--- src/rtl/dm_wb_pkg.sv ---
// Shared types and constants for the posted-store write buffer.
// The default widths match the top-level parameter defaults.
package dm_wb_pkg;
  localparam int WB_ADDR_W   = 32;
  localparam int WB_DATA_W   = 32;
  localparam int WB_ID_W     = 4;
  localparam int WB_WORD_LSB = 2;

  typedef struct packed {
    logic [WB_ADDR_W-1:0]   addr;
    logic [WB_DATA_W-1:0]   data;
    logic [WB_DATA_W/8-1:0] strb;
    logic [WB_ID_W-1:0]     id;
  } wb_entry_t;

  typedef enum logic [1:0] {
    IDLE      = 2'd0,
    ISSUE     = 2'd1,
    WAIT_RESP = 2'd2
  } wb_state_e;
endpackage

--- src/rtl/dm_wb_cam.sv ---
// Word-granular address compare across all buffer entries.
// Also reports the youngest match, searching backwards from the write pointer.
module dm_wb_cam
  import dm_wb_pkg::*;
#(
  parameter int DEPTH  = 4,
  parameter int ADDR_W = 32,
  parameter int PTR_W  = $clog2(DEPTH)
) (
  input  logic [DEPTH-1:0][ADDR_W-1:0] i_entry_addr,
  input  logic [DEPTH-1:0]             i_valid,
  input  logic [ADDR_W-1:0]            i_chk_addr,
  input  logic [PTR_W-1:0]             i_wr_ptr,
  output logic [DEPTH-1:0]             o_match,
  output logic                         o_any,
  output logic [PTR_W-1:0]             o_young_idx
);
  logic [PTR_W-1:0] w_idx;
  logic             w_found;

  always_comb begin
    o_match = '0;
    for (int i = 0; i < DEPTH; i++) begin
      o_match[i] = i_valid[i] &&
        (i_entry_addr[i][ADDR_W-1:WB_WORD_LSB] == i_chk_addr[ADDR_W-1:WB_WORD_LSB]);
    end
  end

  always_comb begin
    o_young_idx = '0;
    w_found     = 1'b0;
    w_idx       = '0;
    for (int k = 1; k <= DEPTH; k++) begin
      w_idx = i_wr_ptr - PTR_W'(k);
      if (!w_found && o_match[w_idx]) begin
        o_young_idx = w_idx;
        w_found     = 1'b1;
      end else begin
        w_found     = w_found;
      end
    end
  end

  assign o_any = |o_match;
endmodule

--- src/rtl/dm_write_buffer.sv ---
// In-order posted-store buffer feeding single-beat writes to Master_Write.
// Store-to-load forwarding is enabled by defining DM_WB_FWD_EN.
module dm_write_buffer
  import dm_wb_pkg::*;
#(
  parameter int DEPTH  = 4,
  parameter int ADDR_W = WB_ADDR_W,
  parameter int DATA_W = WB_DATA_W,
  parameter int ID_W   = WB_ID_W
) (
  input  logic                i_clk,
  input  logic                i_rst,
  input  logic                i_wr_req,
  input  logic [ADDR_W-1:0]   i_wr_addr,
  input  logic [DATA_W-1:0]   i_wr_data,
  input  logic [DATA_W/8-1:0] i_wr_strb,
  input  logic [ID_W-1:0]     i_wr_id,
  output logic                o_wr_stall,
  input  logic                i_rd_chk_req,
  input  logic [ADDR_W-1:0]   i_rd_chk_addr,
  output logic                o_rd_hazard,
  output logic                o_rd_fwd_valid,
  output logic [DATA_W-1:0]   o_rd_fwd_data,
  output logic                o_mw_req,
  output logic [ADDR_W-1:0]   o_mw_addr,
  output logic [DATA_W-1:0]   o_mw_data,
  output logic [DATA_W/8-1:0] o_mw_strb,
  output logic [ID_W-1:0]     o_mw_id,
  input  logic                i_mw_ack,
  input  logic                i_mw_done,
  output logic                o_wb_empty
);
  localparam int PTR_W = $clog2(DEPTH);
  localparam int CNT_W = $clog2(DEPTH + 1);

  wb_entry_t               r_mem [DEPTH];
  logic [PTR_W-1:0]        r_wr_ptr;
  logic [PTR_W-1:0]        r_rd_ptr;
  logic [CNT_W-1:0]        r_count;
  wb_state_e               r_state;
  wb_state_e               w_state_nxt;
  logic [CNT_W-1:0]        w_count_nxt;
  logic                    w_full;
  logic                    w_push;
  logic                    w_pop;
  logic [PTR_W-1:0]        w_off;
  logic [DEPTH-1:0]        w_valid;
  logic [DEPTH-1:0][ADDR_W-1:0] w_entry_addr;
  logic [DEPTH-1:0]        w_match;
  logic                    w_any;
  logic [PTR_W-1:0]        w_young_idx;

  assign w_full = (r_count == CNT_W'(DEPTH));
  assign w_push = i_wr_req & ~w_full;
  assign w_pop  = (r_state == WAIT_RESP) & i_mw_done;

  always_comb begin
    case ({w_push, w_pop})
      2'b10:   w_count_nxt = r_count + CNT_W'(1);
      2'b01:   w_count_nxt = r_count - CNT_W'(1);
      default: w_count_nxt = r_count;
    endcase
  end

  always_comb begin
    w_state_nxt = r_state;
    case (r_state)
      IDLE:      if (r_count != '0) w_state_nxt = ISSUE; else w_state_nxt = IDLE;
      ISSUE:     if (i_mw_ack) w_state_nxt = WAIT_RESP; else w_state_nxt = ISSUE;
      WAIT_RESP: begin
        if (i_mw_done) w_state_nxt = (w_count_nxt != '0) ? ISSUE : IDLE;
        else           w_state_nxt = WAIT_RESP;
      end
      default:   w_state_nxt = IDLE;
    endcase
  end

  always_ff @(posedge i_clk) begin
    if (i_rst) begin
      r_state  <= IDLE;
      r_wr_ptr <= '0;
      r_rd_ptr <= '0;
      r_count  <= '0;
    end else begin
      r_state  <= w_state_nxt;
      r_count  <= w_count_nxt;
      r_wr_ptr <= w_push ? r_wr_ptr + PTR_W'(1) : r_wr_ptr;
      r_rd_ptr <= w_pop  ? r_rd_ptr + PTR_W'(1) : r_rd_ptr;
    end
  end

  // Entry payload needs no reset: validity comes from count and pointers.
  always_ff @(posedge i_clk) begin
    if (w_push && !i_rst) begin
      r_mem[r_wr_ptr] <= '{addr: i_wr_addr, data: i_wr_data, strb: i_wr_strb, id: i_wr_id};
    end
  end

  always_comb begin
    w_off        = '0;
    w_valid      = '0;
    w_entry_addr = '0;
    for (int i = 0; i < DEPTH; i++) begin
      w_off           = PTR_W'(i) - r_rd_ptr;
      w_valid[i]      = (CNT_W'(w_off) < r_count);
      w_entry_addr[i] = r_mem[i].addr;
    end
  end

  dm_wb_cam #(.DEPTH(DEPTH), .ADDR_W(ADDR_W), .PTR_W(PTR_W)) u_cam (
    .i_entry_addr (w_entry_addr),
    .i_valid      (w_valid),
    .i_chk_addr   (i_rd_chk_addr),
    .i_wr_ptr     (r_wr_ptr),
    .o_match      (w_match),
    .o_any        (w_any),
    .o_young_idx  (w_young_idx)
  );

`ifdef DM_WB_FWD_EN
  logic w_young_full;
  assign w_young_full   = &r_mem[w_young_idx].strb;
  assign o_rd_fwd_valid = i_rd_chk_req & w_any & w_young_full;
  assign o_rd_fwd_data  = o_rd_fwd_valid ? r_mem[w_young_idx].data : '0;
  assign o_rd_hazard    = i_rd_chk_req & w_any & ~w_young_full;
`else
  logic w_unused_young;
  assign w_unused_young = ^w_young_idx;
  assign o_rd_fwd_valid = 1'b0;
  assign o_rd_fwd_data  = '0;
  assign o_rd_hazard    = i_rd_chk_req & w_any;
`endif

  assign o_wr_stall = w_full;
  assign o_wb_empty = (r_count == '0) && (r_state == IDLE);
  assign o_mw_req   = (r_state == ISSUE);
  assign o_mw_addr  = r_mem[r_rd_ptr].addr;
  assign o_mw_data  = r_mem[r_rd_ptr].data;
  assign o_mw_strb  = r_mem[r_rd_ptr].strb;
  assign o_mw_id    = r_mem[r_rd_ptr].id;
endmodule

--- config.mk ---
export PLATFORM = sky130hd
export DESIGN_NAME = dm_write_buffer
export DESIGN_NICKNAME = d
export VERILOG_FILES = /design/src/rtl/dm_wb_pkg.sv /design/src/rtl/dm_wb_cam.sv /design/src/rtl/dm_write_buffer.sv
export SDC_FILE = /design/constraint.sdc
export NUM_CORES = 1
export LEC_CHECK = 0
export ABC_AREA = 1
export CAP_MARGIN = 15
export CORE_ASPECT_RATIO = 0.6
export CORE_MARGIN = 3
export CORE_UTILIZATION = 40
export CTS_CLUSTER_SIZE = 8
export DETAILED_ROUTE_END_ITERATION = 8
export GPL_TIMING_DRIVEN = 0
export MAX_ROUTING_LAYER = met4
export PLACE_DENSITY = 0.59
export SLEW_MARGIN = 10
export SYNTH_ARGS = -nofsm -noshare
export SYNTH_HDL_FRONTEND = slang
export SYNTH_HIERARCHICAL = 1
export SYNTH_SLANG_ARGS = --single-unit
export TNS_END_PERCENT = 50
--- constraint.sdc ---
create_clock -name i_clk -period 10.3 [get_ports i_clk]
set_input_delay 2.06 -clock i_clk [delete_from_list [all_inputs] [get_ports i_clk]]
set_output_delay 2.06 -clock i_clk [all_outputs]
set_load 0.02 [all_outputs]
Yosys cells after proc, flatten, opt, wreduce, memory -nomap -nowiden

Memories as Yosys holds them, arrays and structs flattened. A register that Yosys moved wholly into a read port is not among the register bits.
Index checks and enable logic that the tools add are counted.

Bitwise logic cells: 4
Add/sub/neg operators: 8
Muxes and demuxes: 10
Reduce and logical (&&, ||, !) cells: 12
Order comparisons: 4
Equal/unequal tests: 9

Operator list:

| cell                  | number |
|---|---|
| $eq A30 B30 Y1        | 4 |
| $lt A2 B3 Y1          | 4 |
| $mux W2               | 4 |
| $logic_and A1 B1 Y1   | 6 |
| $pmux W2 S3           | 1 |
| $pmux W3 S2           | 1 |
| $reduce_bool A3 Y1    | 2 |
| $add A2 B1 Y2 const B | 2 |
| $eq A2 B1 Y1 const B  | 2 |
| $eq A2 B2 Y1 const B  | 2 |
| $mux W1               | 4 |
| $reduce_or A4 Y1      | 1 |
| $sub A1 B2 Y2 const A | 2 |
| $sub A2 B2 Y2 const A | 2 |
| $add A3 B1 Y3 const B | 1 |
| $and A1 B1 Y1         | 3 |
| $eq A3 B3 Y1 const B  | 1 |
| $logic_not A3 Y1      | 1 |
| $sub A3 B1 Y3 const B | 1 |
| $logic_not A2 Y1      | 1 |
| $logic_not A1 Y1      | 1 |
| $not A1 Y1            | 1 |

RAM bits: 288
Input port bits: 110
Logic and storage cells: 52
Flip-flop bits (word level): 9
Memories kept: 1

Memory list:

| name  | words | width | rd ports | clocked after memory_dff | wr ports | RTL line              | RTL |
|---|---|---|---|---|---|---|---|
| r_mem | 4     | 72    | 5        | 1                        | 1        | dm_write_buffer.sv:36 | `wb_entry_t r_mem [DEPTH];` |

Logic depth before layout (Yosys ltp)

Word-level depth: 9
Mapped depth: 14
Mapped depth without buffers: 14

Hierarchy

The synthesis kept the hierarchy.

Modules (own cells, without submodules):

| module          | area each (µm²) | cells an instance | sequential area each (µm²) | instances |
|---|---|---|---|---|
| dm_write_buffer | 12,127.9        | 828               | 8,868.5                    | 1 |
| dm_wb_cam       | 2,625.0         | 621               | 0.0                        | 1 |

Worst setup path after synthesis

No wires, ideal clock.

Path kind: in2out
Start: input i_rd_chk_addr[30]
End: output o_rd_hazard
Required time: 8,240 ps
Setup slack: 4,983 ps
Path buffers: 0
Arrival time: 3,257 ps
Stages: 10
Cell sequence: inv_2 or2_0 nand3_1 nor2_1 nand2_1 nor2_2 and2_4 or4_1 nand2_1 inv_1

Cells in the longest elaborated chain, start to end: 4
Elaborated cells on any way between the ends: 10

RTL lines:

| what                | RTL line               | RTL |
|---|---|---|
| start, declared     | dm_write_buffer.sv:20  | `input logic [ADDR_W-1:0] i_rd_chk_addr,` |
| $eq A30 B30 Y1      | dm_wb_cam.sv:25        | `(i_entry_addr[i][ADDR_W-1:WB_WORD_LSB] == i_chk_addr[ADDR_W-1:WB_WORD_LSB]);` |
| $logic_and A1 B1 Y1 | dm_wb_cam.sv:24        | `o_match[i] = i_valid[i] &&` |
| net w_match[2]      | dm_write_buffer.sv:49  | `logic [DEPTH-1:0] w_match;` |
| $reduce_or A4 Y1    | dm_wb_cam.sv:44        | `assign o_any = \|o_match;` |
| net w_any           | dm_write_buffer.sv:50  | `logic w_any;` |
| $and A1 B1 Y1       | dm_write_buffer.sv:131 | `assign o_rd_hazard = i_rd_chk_req & w_any;` |
| end, declared       | dm_write_buffer.sv:21  | `output logic o_rd_hazard,` |

The timed path passes the listed nets, and every way through them passes these cells.

Final worst setup path

Start: input i_rd_chk_addr[21]
End: output o_rd_hazard

Same word-level chain as after synthesis.

==> results.sh <==
export IMPL_status="complete, no violations"
export IMPL_overflow=0
export IMPL_hpwl_um=30800
export IMPL_grt_setup_unrepaired="false"
export IMPL_cts_buffers=43
export IMPL_skew_ns=0.0205
export IMPL_startpoint_type="input pin"
export IMPL_multi_input_area_um2=4450
export IMPL_ys_warn_count=6
export IMPL_peakVddDrop_mv=0.130
export IMPL_start_util_pct=41.0
export IMPL_comb_power_share_pct=11.9
export IMPL_cts_num_sinks=299
export IMPL_cts_tree="yes"
export IMPL_final_common_cell="nand2_1"
export IMPL_netlist_area_um2=14500
export IMPL_antenna_found_initial=1
export IMPL_die_h_um=154
export IMPL_drive_gt1_share_pct=16.7
export IMPL_dieArea_um2=38700
export IMPL_p_leak_nw=7.35
export IMPL_post_cts_buffers=0
export IMPL_syn_instance_count=1403
export IMPL_drt_initial_drc_count=1046
export IMPL_worstPathArrival_ns=4.64
export IMPL_vias=10600
export IMPL_die_x_um=252
export IMPL_postPlaceCellArea_um2=17400
export IMPL_clk_pin_slew_worst_paths_ns=0.05
export IMPL_n_fill_cell=3192
export IMPL_vias_per_cell=4.93
export IMPL_worstMarginPinSlew_ns=0.807
export IMPL_timing_critical_path_from="i_rd_chk_addr[21]"
export IMPL_period_share_pct=65.0
export IMPL_maxCapViolations=0
export IMPL_cp_end_kind="primary output"
export IMPL_drv_slew=0
export IMPL_clk_latency_ns=0.55
export IMPL_timing_rr_start="r_count[1]"
export IMPL_antenna_left=0
export IMPL_cts_hold_buffers=0
export IMPL_regArea_um2=8870
export IMPL_reg2regPathDepth=7
export IMPL_cp_endpoint="o_rd_hazard"
export IMPL_setup_viol=0
export IMPL_report_final_hold_viol_count=0
export IMPL_slew_headroom_pct=46.0
export IMPL_cts_root_buf="clkbuf_16"
export IMPL_worst_path_max_fanout=6
export IMPL_fmax_mhz=149
export IMPL_final_cell_mix="322 x nand2_1, 288 x edfxtp_1, 181 x clkdlybuf4s50_1"
export IMPL_boundaryPins=219
export IMPL_clockBufferDepth=3
export IMPL_syn_avg_cell_area_um2=10.3
export IMPL_grt_pass1_vias=10200
export IMPL_ctsResizeCount=0
export IMPL_hold_class="reg2reg"
export IMPL_grt_max_degree=26
export IMPL_path_class="in2out"
export IMPL_reg2reg_to="r_mem[3][65]"
export IMPL_first_pass_iters=5
export IMPL_cts_htree_levels=2
export IMPL_wl_per_cell_um=20.0
export IMPL_row_count=53
export IMPL_powerDensity_nw_per_um2=164
export IMPL_rrSetupSlack_ns=7.90
export IMPL_clkPwrFrac_pct=42.6
export IMPL_min_period_ns=6.70
export IMPL_setup_tns_final_ns=0
export IMPL_required_ns=8.24
export IMPL_power_frac_seq_pct=45.5
export IMPL_area_growth_synth_to_final_pct=27.9
export IMPL_design_area_um2=18600
export IMPL_switching_power_uw=720
export IMPL_switching_share_pct=23.6
export IMPL_totalWireLength_um=43100
export IMPL_final_nets=1794
export IMPL_drc=0
export IMPL_p_int_mw=2.33
export IMPL_grt_pass1_wl_um=63000
export IMPL_place_gp_congestion=0.933
export IMPL_power_total_mw=3.05
export IMPL_track_usage_pct=22.6
export IMPL_portBuffers=181
export IMPL_core_um2=35400
-- critical path, stage by stage --
cell and delay [ns]:
clkdlybuf4s50_1 0.55, inv_2 0.14, nand2_1 0.11, nand2_1 0.10
clkinv_1 0.07, nand2_1 0.08, nor2_1 0.05, nand2_1 0.06
nor2_2 0.03, and2_1 0.15, or4_1 0.59, nand2_1 0.09
inv_1 0.04, clkdlybuf4s50_1 0.52
-- power by group through the flow --
stage	registers, mW	clock network [mW]	logic (mW)
finish	1.39	1.30	0.362
global route	1.39	1.37	0.390
CTS	1.39	1.33	0.363
detailed placement	1.41	0	0.361
global placement	1.41	0	0.347
floorplan	1.41	0	0.185
-- per-layer routing --
| metal | track usage [%] | share of wire [%] |
|---|---|---|
| met5 | - | 0 |
| met2 | 32.8 | 43 |
| met4 | 3.98 | 1.3 |
| met1 | 33.1 | 46 |
| met3 | 4.97 | 9.2 |
-- area by class of cell --
type / instances / share of cell area [%]
diodes: 1 / 0.0135
plain buffers: 82 / 3.26
clock buffers: 54 / 6.25
clock inverters: 2 / 0.270
inverters: 192 / 3.92
multi-input cells: 862 / 24.0
flip-flops and latches: 299 / 47.8
well taps: 467 / 3.15
repair buffers: 194 / 11.4
-- state kept, by name (all words and copies together) (netlist names), named ones only --
register  flops
r_rd_ptr      2
r_mem       288
r_state       2
r_wr_ptr      2
r_count       3
-- worst min-delay path by stage --
| stage | from | slack (ns) | to | cells after the start |
|---|---|---|---|---|
| 2_1_floorplan | r_rd_ptr[1] | 0.50 | flop | 2 |
| 3_3_place_gp | r_wr_ptr[1] | 0.53 | r_wr_ptr[1] | 2 |
| 3_5_place_dp | r_wr_ptr[1] | 0.53 | r_wr_ptr[1] | 2 |
| 4_1_cts | r_wr_ptr[1] | 0.54 | r_wr_ptr[1] | 2 |
| 5_1_grt | r_wr_ptr[1] | 0.58 | r_wr_ptr[1] | 2 |
| 6_report | r_wr_ptr[1] | 0.54 | r_wr_ptr[1] | 2 |
-- metrics by stage --
step | hold WS, ns | cells | setup slack (ns) | util [%]
floorplan | 0.496 | 1435 | 5.00 | -
global placement | 0.526 | 2083 | 3.31 | 48.1
detailed placement | 0.529 | 2096 | 3.61 | 49.0
CTS | 0.541 | 2152 | 3.61 | 52.4
global route | 0.583 | 2153 | 3.44 | 52.4
finish | 0.536 | 2153 | 3.60 | 52.4
(Power assumes the default switching activity.)
